$ cat src/rtl/vecmac_pkg.sv
// Shared widths, FSM encodings and saturation bounds for the int8 vector MAC pipeline.
// Pure constants and constant functions; no logic, latency or backpressure of its own.
package vecmac_pkg;

  localparam logic [1:0] ST_IDLE  = 2'd0;
  localparam logic [1:0] ST_ACCUM = 2'd1;
  localparam logic [1:0] ST_EMIT  = 2'd2;

  function automatic int clog2_f(input int n);
    int r = 0;
    while ((1 << r) < n) r++;
    return r;
  endfunction

  // Width of the reduced lane sum: one product (2*DW+1) plus growth per tree level.
  function automatic int tree_w(input int lanes, input int dw);
    return 2*dw + 1 + clog2_f(lanes);
  endfunction

  function automatic logic [127:0] smax_f(input int w);
    return (128'd1 << (w-1)) - 128'd1;
  endfunction

  function automatic logic [127:0] smin_f(input int w);
    return ~smax_f(w);
  endfunction

  function automatic logic [127:0] umax_f(input int w);
    return (128'd1 << w) - 128'd1;
  endfunction

endpackage

$ cat src/rtl/vecmac_adder_tree.sv
// Pairwise sign-extending reduction of LANES products, one register at the output.
// Latency 1 clk when en=1; holds its output while en=0.
module vecmac_adder_tree
  import vecmac_pkg::*;
#(
  parameter int LANES = 4,
  parameter int PW    = 17,
  localparam int LV   = clog2_f(LANES),
  localparam int TW   = PW + LV
)(
  input  logic               clk,
  input  logic               rst_n,
  input  logic               en,
  input  logic [LANES*PW-1:0] in_dat,
  output logic [TW-1:0]      out_sum
);

  for (genvar l = 0; l <= LV; l++) begin : g_lvl
    logic [(LANES>>l)-1:0][TW-1:0] n;
    if (l == 0) begin : g_leaf
      // Unsigned products never set bit PW-1, so sign extension is safe in both modes.
      for (genvar k = 0; k < LANES; k++) begin : g_k
        assign n[k] = {{(TW-PW){in_dat[k*PW+PW-1]}}, in_dat[k*PW +: PW]};
      end
    end else begin : g_sum
      for (genvar k = 0; k < (LANES>>l); k++) begin : g_k
        assign n[k] = g_lvl[l-1].n[2*k] + g_lvl[l-1].n[2*k+1];
      end
    end
  end

  always_ff @(posedge clk or negedge rst_n) begin
    if (!rst_n) begin
      out_sum <= '0;
    end else if (en) begin
      out_sum <= g_lvl[LV].n[0];
    end
  end

endmodule

$ cat src/rtl/vecmac_acc_pipe.sv
// Int8 vector MAC: lane multiply, adder tree, saturating multi-beat accumulate, one result per vector.
// Last beat to out_valid is 3 clk; a pending unconsumed result stalls the whole pipe and drops in_ready.
module vecmac_acc_pipe
  import vecmac_pkg::*;
#(
  parameter int LANES = 4,
  parameter int DW    = 8,
  parameter int ACC_W = 32
)(
  input  logic                clk,
  input  logic                rst_n,
  input  logic                in_valid,
  output logic                in_ready,
  input  logic [LANES*DW-1:0] in_a,
  input  logic [LANES*DW-1:0] in_b,
  input  logic                in_signed,
  input  logic                in_last,
  output logic                out_valid,
  input  logic                out_ready,
  output logic [ACC_W-1:0]    out_acc,
  output logic                out_sat
);

  localparam int PW = 2*DW + 1;
  localparam int TW = tree_w(LANES, DW);
  localparam int XW = ((ACC_W > TW) ? ACC_W : TW) + 2;
  localparam logic signed [XW-1:0] SMAX_X = XW'(smax_f(ACC_W));
  localparam logic signed [XW-1:0] SMIN_X = XW'(smin_f(ACC_W));
  localparam logic signed [XW-1:0] UMAX_X = XW'(umax_f(ACC_W));

  logic en, take;
  assign en       = !(out_valid && !out_ready);
  assign in_ready = en;
  assign take     = in_valid && en;

  // Mode is latched on the first beat of a vector and rides with every later beat.
  logic first_q, mode_q, beat_mode;
  assign beat_mode = first_q ? in_signed : mode_q;

  always_ff @(posedge clk or negedge rst_n) begin
    if (!rst_n) begin
      first_q <= 1'b1;
      mode_q  <= 1'b0;
    end else if (take) begin
      first_q <= in_last;
      if (first_q) mode_q <= in_signed;
    end
  end

  logic [LANES*PW-1:0] prod;
  for (genvar i = 0; i < LANES; i++) begin : g_lane
    logic [DW:0] a_x, b_x;
    (* use_dsp = "no" *) logic [2*DW+1:0] p_full;
    assign a_x    = {beat_mode & in_a[i*DW+DW-1], in_a[i*DW +: DW]};
    assign b_x    = {beat_mode & in_b[i*DW+DW-1], in_b[i*DW +: DW]};
    assign p_full = {{(DW+1){a_x[DW]}}, a_x} * {{(DW+1){b_x[DW]}}, b_x};
    assign prod[i*PW +: PW] = p_full[PW-1:0];
  end

  logic                s1_vld, s1_last, s1_mode;
  logic [LANES*PW-1:0] s1_prod;
  logic                s2_vld, s2_last, s2_mode;
  logic [TW-1:0]       s2_sum;

  always_ff @(posedge clk or negedge rst_n) begin
    if (!rst_n) begin
      s1_vld  <= 1'b0;
      s1_last <= 1'b0;
      s1_mode <= 1'b0;
      s1_prod <= '0;
      s2_vld  <= 1'b0;
      s2_last <= 1'b0;
      s2_mode <= 1'b0;
    end else if (en) begin
      s1_vld  <= take;
      s1_last <= in_last;
      s1_mode <= beat_mode;
      s1_prod <= prod;
      s2_vld  <= s1_vld;
      s2_last <= s1_last;
      s2_mode <= s1_mode;
    end
  end

  vecmac_adder_tree #(.LANES(LANES), .PW(PW)) u_tree (
    .clk     (clk),
    .rst_n   (rst_n),
    .en      (en),
    .in_dat  (s1_prod),
    .out_sum (s2_sum)
  );

  logic [1:0]        state;
  logic [ACC_W-1:0]  acc, nxt;
  logic              sat, step_sat;
  logic [XW-1:0]     acc_x, sum_x;
  logic signed [XW-1:0] tot;

  assign acc_x = s2_mode ? {{(XW-ACC_W){acc[ACC_W-1]}}, acc} : {{(XW-ACC_W){1'b0}}, acc};
  assign sum_x = {{(XW-TW){s2_sum[TW-1]}}, s2_sum};
  assign tot   = signed'(acc_x + sum_x);

  always_comb begin
    nxt      = tot[ACC_W-1:0];
    step_sat = 1'b0;
    if (s2_mode) begin
      if (tot > SMAX_X) begin
        nxt = SMAX_X[ACC_W-1:0]; step_sat = 1'b1;
      end else if (tot < SMIN_X) begin
        nxt = SMIN_X[ACC_W-1:0]; step_sat = 1'b1;
      end
    end else if (tot[XW-1]) begin
      nxt = '0; step_sat = 1'b1;
    end else if (tot > UMAX_X) begin
      nxt = UMAX_X[ACC_W-1:0]; step_sat = 1'b1;
    end
  end

  // With en=1 any held result is being consumed this cycle, so out_valid may drop unless reloaded.
  always_ff @(posedge clk or negedge rst_n) begin
    if (!rst_n) begin
      state     <= ST_IDLE;
      acc       <= '0;
      sat       <= 1'b0;
      out_valid <= 1'b0;
      out_acc   <= '0;
      out_sat   <= 1'b0;
    end else if (en) begin
      if (s2_vld && s2_last) begin
        state     <= ST_EMIT;
        out_valid <= 1'b1;
        out_acc   <= nxt;
        out_sat   <= sat | step_sat;
        acc       <= '0;
        sat       <= 1'b0;
      end else begin
        out_valid <= 1'b0;
        if (s2_vld) begin
          state <= ST_ACCUM;
          acc   <= nxt;
          sat   <= sat | step_sat;
        end else if (state == ST_EMIT) begin
          state <= ST_IDLE;
        end
      end
    end
  end

endmodule

$ cat config.mk
export PLATFORM = sky130hd
export DESIGN_NAME = vecmac_acc_pipe
export DESIGN_NICKNAME = d
export VERILOG_FILES = /design/src/rtl/vecmac_pkg.sv /design/src/rtl/vecmac_adder_tree.sv /design/src/rtl/vecmac_acc_pipe.sv
export SDC_FILE = /design/constraint.sdc
export NUM_CORES = 1
export LEC_CHECK = 0
export ABC_AREA = 1
export CORE_UTILIZATION = 35
export CTS_BUF_LIST = sky130_fd_sc_hd__clkbuf_8
export DETAILED_ROUTE_END_ITERATION = 10
export MAX_ROUTING_LAYER = met4
export SYNTH_ARGS = -nofsm -noshare
export SYNTH_HDL_FRONTEND = slang
export SYNTH_SLANG_ARGS = --single-unit
$ cat constraint.sdc
create_clock -name clk -period 7.7 [get_ports clk]
set_input_delay 1.54 -clock clk [delete_from_list [all_inputs] [get_ports clk]]
set_output_delay 1.54 -clock clk [all_outputs]
set_load 0.02 [all_outputs]
# == Word-level counts from Yosys, hierarchy flattened ==
# Index checks and enable logic that the tools add are counted.
# classes
n_addsub,4
n_mul,4
n_lt_le_gt_ge,3
n_mux,17
n_bitwise,10
reduce_logical,8
# ops
op,count
$mux W32,7
$mul A9 B9 Y17,4
$add A17 B17 Y18,2
$add A34 B34 Y34,1
$gt A34 B32 Y1 const B,1
$gt A34 B33 Y1 const B,1
$lt A34 B32 Y1 const B,1
$mux W34,1
$add A19 B19 Y19,1
$mux W1,9
$and A1 B1 Y1,8
$reduce_and A2 Y1,2
$logic_and A1 B1 Y1,3
$logic_not A1 Y1,2
$reduce_bool A2 Y1,1
$not A1 Y1,1
$or A1 B1 Y1,1
# totals
regBits,162
in_bits,70
output_inout_bits,35
word_cells,61

# == Longest topological paths before layout ==
# depth
depth_word,9
ltp_mapped,31
mapped_depth_nobuf,30

# == Modules after synthesis ==
# A second synthesis with hierarchy kept.
# unflattened
cells_unflattened,3120
hier_area_um2,23004.6
# modules_own_cells
mod,instances,cells_each,area_each_um2,seq_area_each_um2
vecmac_acc_pipe,1,2749,20337.0,3579.7
vecmac_adder_tree,1,371,2667.6,475.5

# == Worst setup path after synthesis ==
# No wires, ideal clock.
# synth_path
kind,in2reg
from,in in_signed
to,reg s1_prod[15]
setup_ps,118
t_arrival_ps,6895
required_time_ps,7582
slack_ps,687
stages,30
path_buffers,2
path_cell_list,inv_1 -> nand2_1 -> o21ai_0 -> clkbuf_1 -> clkbuf_1 -> nor2_1 -> inv_1 -> fa_1 -> inv_1 -> fa_1 -> inv_1 -> fa_1 -> inv_1 -> fa_1 -> inv_1 -> fa_1 -> inv_1 -> ha_1 -> a21o_1 -> o21ai_0 -> nand2_1 -> a21oi_1 -> o21bai_1 -> a21o_1 -> a21o_1 -> nand2_1 -> nand2_1 -> or2_2 -> nand3_1 -> nand2_1
# synth_via
elab_chain_len,3
word_cells_on_any_way,4
classes_between,mul: 1; mux: 1; bitwise: 2
# synth_rtl
element,line_no,source
"start, declared",vecmac_acc_pipe.sv:16,"input logic in_signed,"
$mux W1 *,-,
$and A1 B1 Y1 (on tied branches),"vecmac_acc_pipe.sv:54, vecmac_acc_pipe.sv:55",
$mul A9 B9 Y17 *,vecmac_acc_pipe.sv:56,"assign p_full = {{(DW+1){a_x[DW]}}, a_x} * {{(DW+1){b_x[DW]}}, b_x};"
"end signal, assigned",vecmac_acc_pipe.sv:78,s1_prod <= prod;
"end, declared",vecmac_acc_pipe.sv:61,logic [LANES*PW-1:0] s1_prod;
# Every way passes the cells marked *; elsewhere a longest branch is shown, timed or not.
# A chain may end at the register's enable or synchronous reset.

# == Worst setup path in the final report ==
# layout_path
from,in in_signed
to,reg s1_prod[32]
# Same word-level chain as after synthesis.

==> summary.txt <==
Vias in the first global route = 19,240
Clk slew on worst S/H paths = 90 ps
I/O pins = 105
Initial antenna violation count = 2
Worst hold slack = 480 ps
Layout cells sized above 1 = 3.56%
# nets final = 3,924
Die Span Y = 261 um
EDFF count, synth = 0
Fin worst setup slack = 783 ps
Worst Setup End Kind = flip-flop
Tcrit/Tclk final = 89.8%
CTS tree = yes
Synth Cell Area = 0.0236 sq mm
Hold Buf Count CTS = 0
Avg WL per Cell = 13.3 um
Final RePlAce weighted congestion = 0.901
CP dominant cell by count = nand2_1
Worst r2r dst = s1_prod[32]$_DFFE_PN0N_
Grt ovf = 0
Total track usage = 17.9%
Die X = 261 um
Final Critical Period = 6920 ps
Pin slew with the least headroom to its limit = 1140 ps
Vias = 19,258
Skew-Pair Late Insertion Delay = 510 ps
I/O Buffers = 104
Iter 0 DRT Violations = 854
PostCTS Resize Cnt = 0
H-tree levels = 4
Yosys warns = 0
FP Rows = 94
Core area = 0.0662 sq mm
Worst EP required = 8140 ps
Final Slew Violations = 0
Commonest register cell after synthesis = dfrtp_1
Via density = 4.55
Asr flop ratio synth = 100%
Worst Setup Start Kind = input port
Crit path arrival time = 7360 ps
Relative slew slack = 24.2%
Final setup violation count = 0
Avg Cell Area, Syn = 7.10 sq um
Starting density of the core = 35.6%
Post-CTS Setup Inserts = 0
Die area = 0.0684 sq mm
Worst R2R Setup Slack = 1760 ps
Total Wirelength = 56,400 um
Seq/Total Area, Yosys = 17.2%
Slowest CP cell = fa_1
Crit path max fanout = 4
Hpwl dp = 47,000 um
Seq cells post-synth = 162
Min-Delay Path Class = reg -> reg
Post-placement setup slack = 221 ps
Cell count after synthesis = 3,317
Worst reg2reg path startpoint = first_q$_DFFE_PN1P_
CTS root buf = clkbuf_8
Path depth of the worst reg2reg path = 27
Setup tns final = 0 ps
Post-Route Utilization = 39.2%
Clock skew = 19.2 ps
Worst hold start = out_acc[25]$_DFFE_PN0P_
CTS Buf Count = 17
Global-route wire length before repair = 95,600 um
Final Hold Violating Endpoints = 0
Final ANT Viol Nets = 0
1st-pass router iterations = 5
Hold worst-path end = out_acc[25]$_DFFE_PN0P_
Mapped Nets = 3,883
P&R area growth vs syn = 10.1%
Hold path depth = 2
CP peak stage delay = 540 ps
Max clock buf depth = 2
Drt drc = 0
Largest net degree at the start of global routing = 96
Achievable frequency = 145 MHz
Setup Crit Path Kind = in -> reg
Status = finished clean
TritonCTS Sinks = 162
Max-Cap Viols = 0
Synth cell types = 45
RSZ-0062 raised after global routing = no
## logic make-up (layout without fill, tap and decap cells)
family | Yosys count | after routing | synth area share (%)
simple gates | 1449 | 1449 | 24.4
buf+inv | 851 | 905 | 13.7
fa+ha+maj | 496 | 496 | 35.0
compound gates | 259 | 259 | 5.98
flops | 162 | 162 | 17.2
xor+xnor | 99 | 99 | 3.71
mux | 1 | 1 | 0.0478
other cells | 0 | 2 | 0
## state kept, by name, indices dropped and copies added, names as in the netlist, 19 cells and up
name	cells
acc	32
u_tree.out_sum	19
s1_prod	68
out_acc	32
## routing by layer
| metal | share of wire (%) | wire length (um) | track usage (%) | vias up |
|---|---|---|---|---|
| li1 | - | - | - | 9911 |
| met3 | 2.5 | 1400 | 1.62 | 60 |
| met5 | 0 | 0 | - | - |
| met1 | 46 | 26000 | 22.3 | 9040 |
| met4 | 2.1 | 1160 | 4.49 | 0 |
| met2 | 49 | 27900 | 31.1 | 247 |
## worst max path at each step
stage | startpoint | endpoint | slack [ps] | depth (start not counted)
detailed placement | in_signed | s1_prod[32]$_DFFE_PN0N_ | 220 | 29
global placement | in_signed | s1_prod[32]$_DFFE_PN0N_ | 220 | 29
CTS | in_signed | s1_prod[32]$_DFFE_PN0N_ | 760 | 29
finish | in_signed | s1_prod[32]$_DFFE_PN0N_ | 780 | 29
global route | in_signed | s1_prod[32]$_DFFE_PN0N_ | 340 | 29
floorplan | in_signed | s1_prod[15]$_DFFE_PN0N_ | 690 | 30
## cells in the final DEF (no fill, tap or decap), types with 10 or more instances in the layout
master,Yosys,final
xor2_1,57,57
xnor2_1,41,41
inv_2,11,12
o21ai_0,122,121
clkbuf_8,0,21
dfrtp_1,161,161
clkdlybuf4s50_1,0,103
nand3_1,72,72
nand2_1,1156,1156
nor2_1,144,140
ha_1,224,224
buf_4,0,32
fa_1,272,272
inv_1,719,720
nand4_1,17,17
or2_2,17,17
o21bai_1,11,11
a21oi_1,91,91
nor3_1,10,10
## critical path, delay by kind of cell
| kind | cells | cell delay (ps) |
|---|---|---|
| buf+inv | 6 | 870 |
| fa+ha+maj | 6 | 2930 |
| simple gates | 11 | 1080 |
| compound gates | 6 | 920 |
## Yosys cell counts, types with 2 or more instances
master        n  share of area (%)
nand2_1    1156                 18
inv_1       719                 11
fa_1        272                 23
ha_1        224                 12
dfrtp_1     161                 17
nor2_1      144                2.3
o21ai_0     122                2.6
clkbuf_1    103                1.6
a21oi_1      91                1.9
nand3_1      72                1.5
xor2_1       57                2.1
xnor2_1      41                1.5
nand4_1      17               0.45
or2_2        17               0.45
inv_2        11               0.18
o21bai_1     11               0.35
nor3_1       10               0.21
a31oi_1       9               0.24
buf_2         7               0.15
nand2_2       7               0.19
a21boi_0      6               0.19
a21o_1        6               0.19
clkinv_1      6              0.096
nand3b_1      6               0.19
nor2_2        6               0.16
and2_1        5               0.13
a22o_1        3               0.11
buf_6         3               0.14
nand3_2       3               0.13
o211ai_1      3              0.096
buf_1         2              0.032
nor2_4        2              0.096
o2111ai_1     2              0.074
o31ai_1       2              0.064
## layout make-up
cell class                      instances  area [sq um]
Inverter                              736          2760
Multi-Input combinational cell       2304         16300
Tap cell                              864          1080
Clock buffer                           21           289
Timing Repair Buffer                  137          1300
Sequential cell                       162          4060
Antenna cell                            2          5.00
Fill cell                            7044         40300
Clock inverter                         11           129
## through the flow
stage,instances,instance area [sq um]
finish,4237,25900
global route,4237,25900
CTS,4235,25900
detailed placement,4203,25500
global placement,4203,25500
floorplan,3317,23600
Power is left out: the tool's default activity adds up to more than one toggle a clock period on the data nets, which glitch-free logic cannot reach.
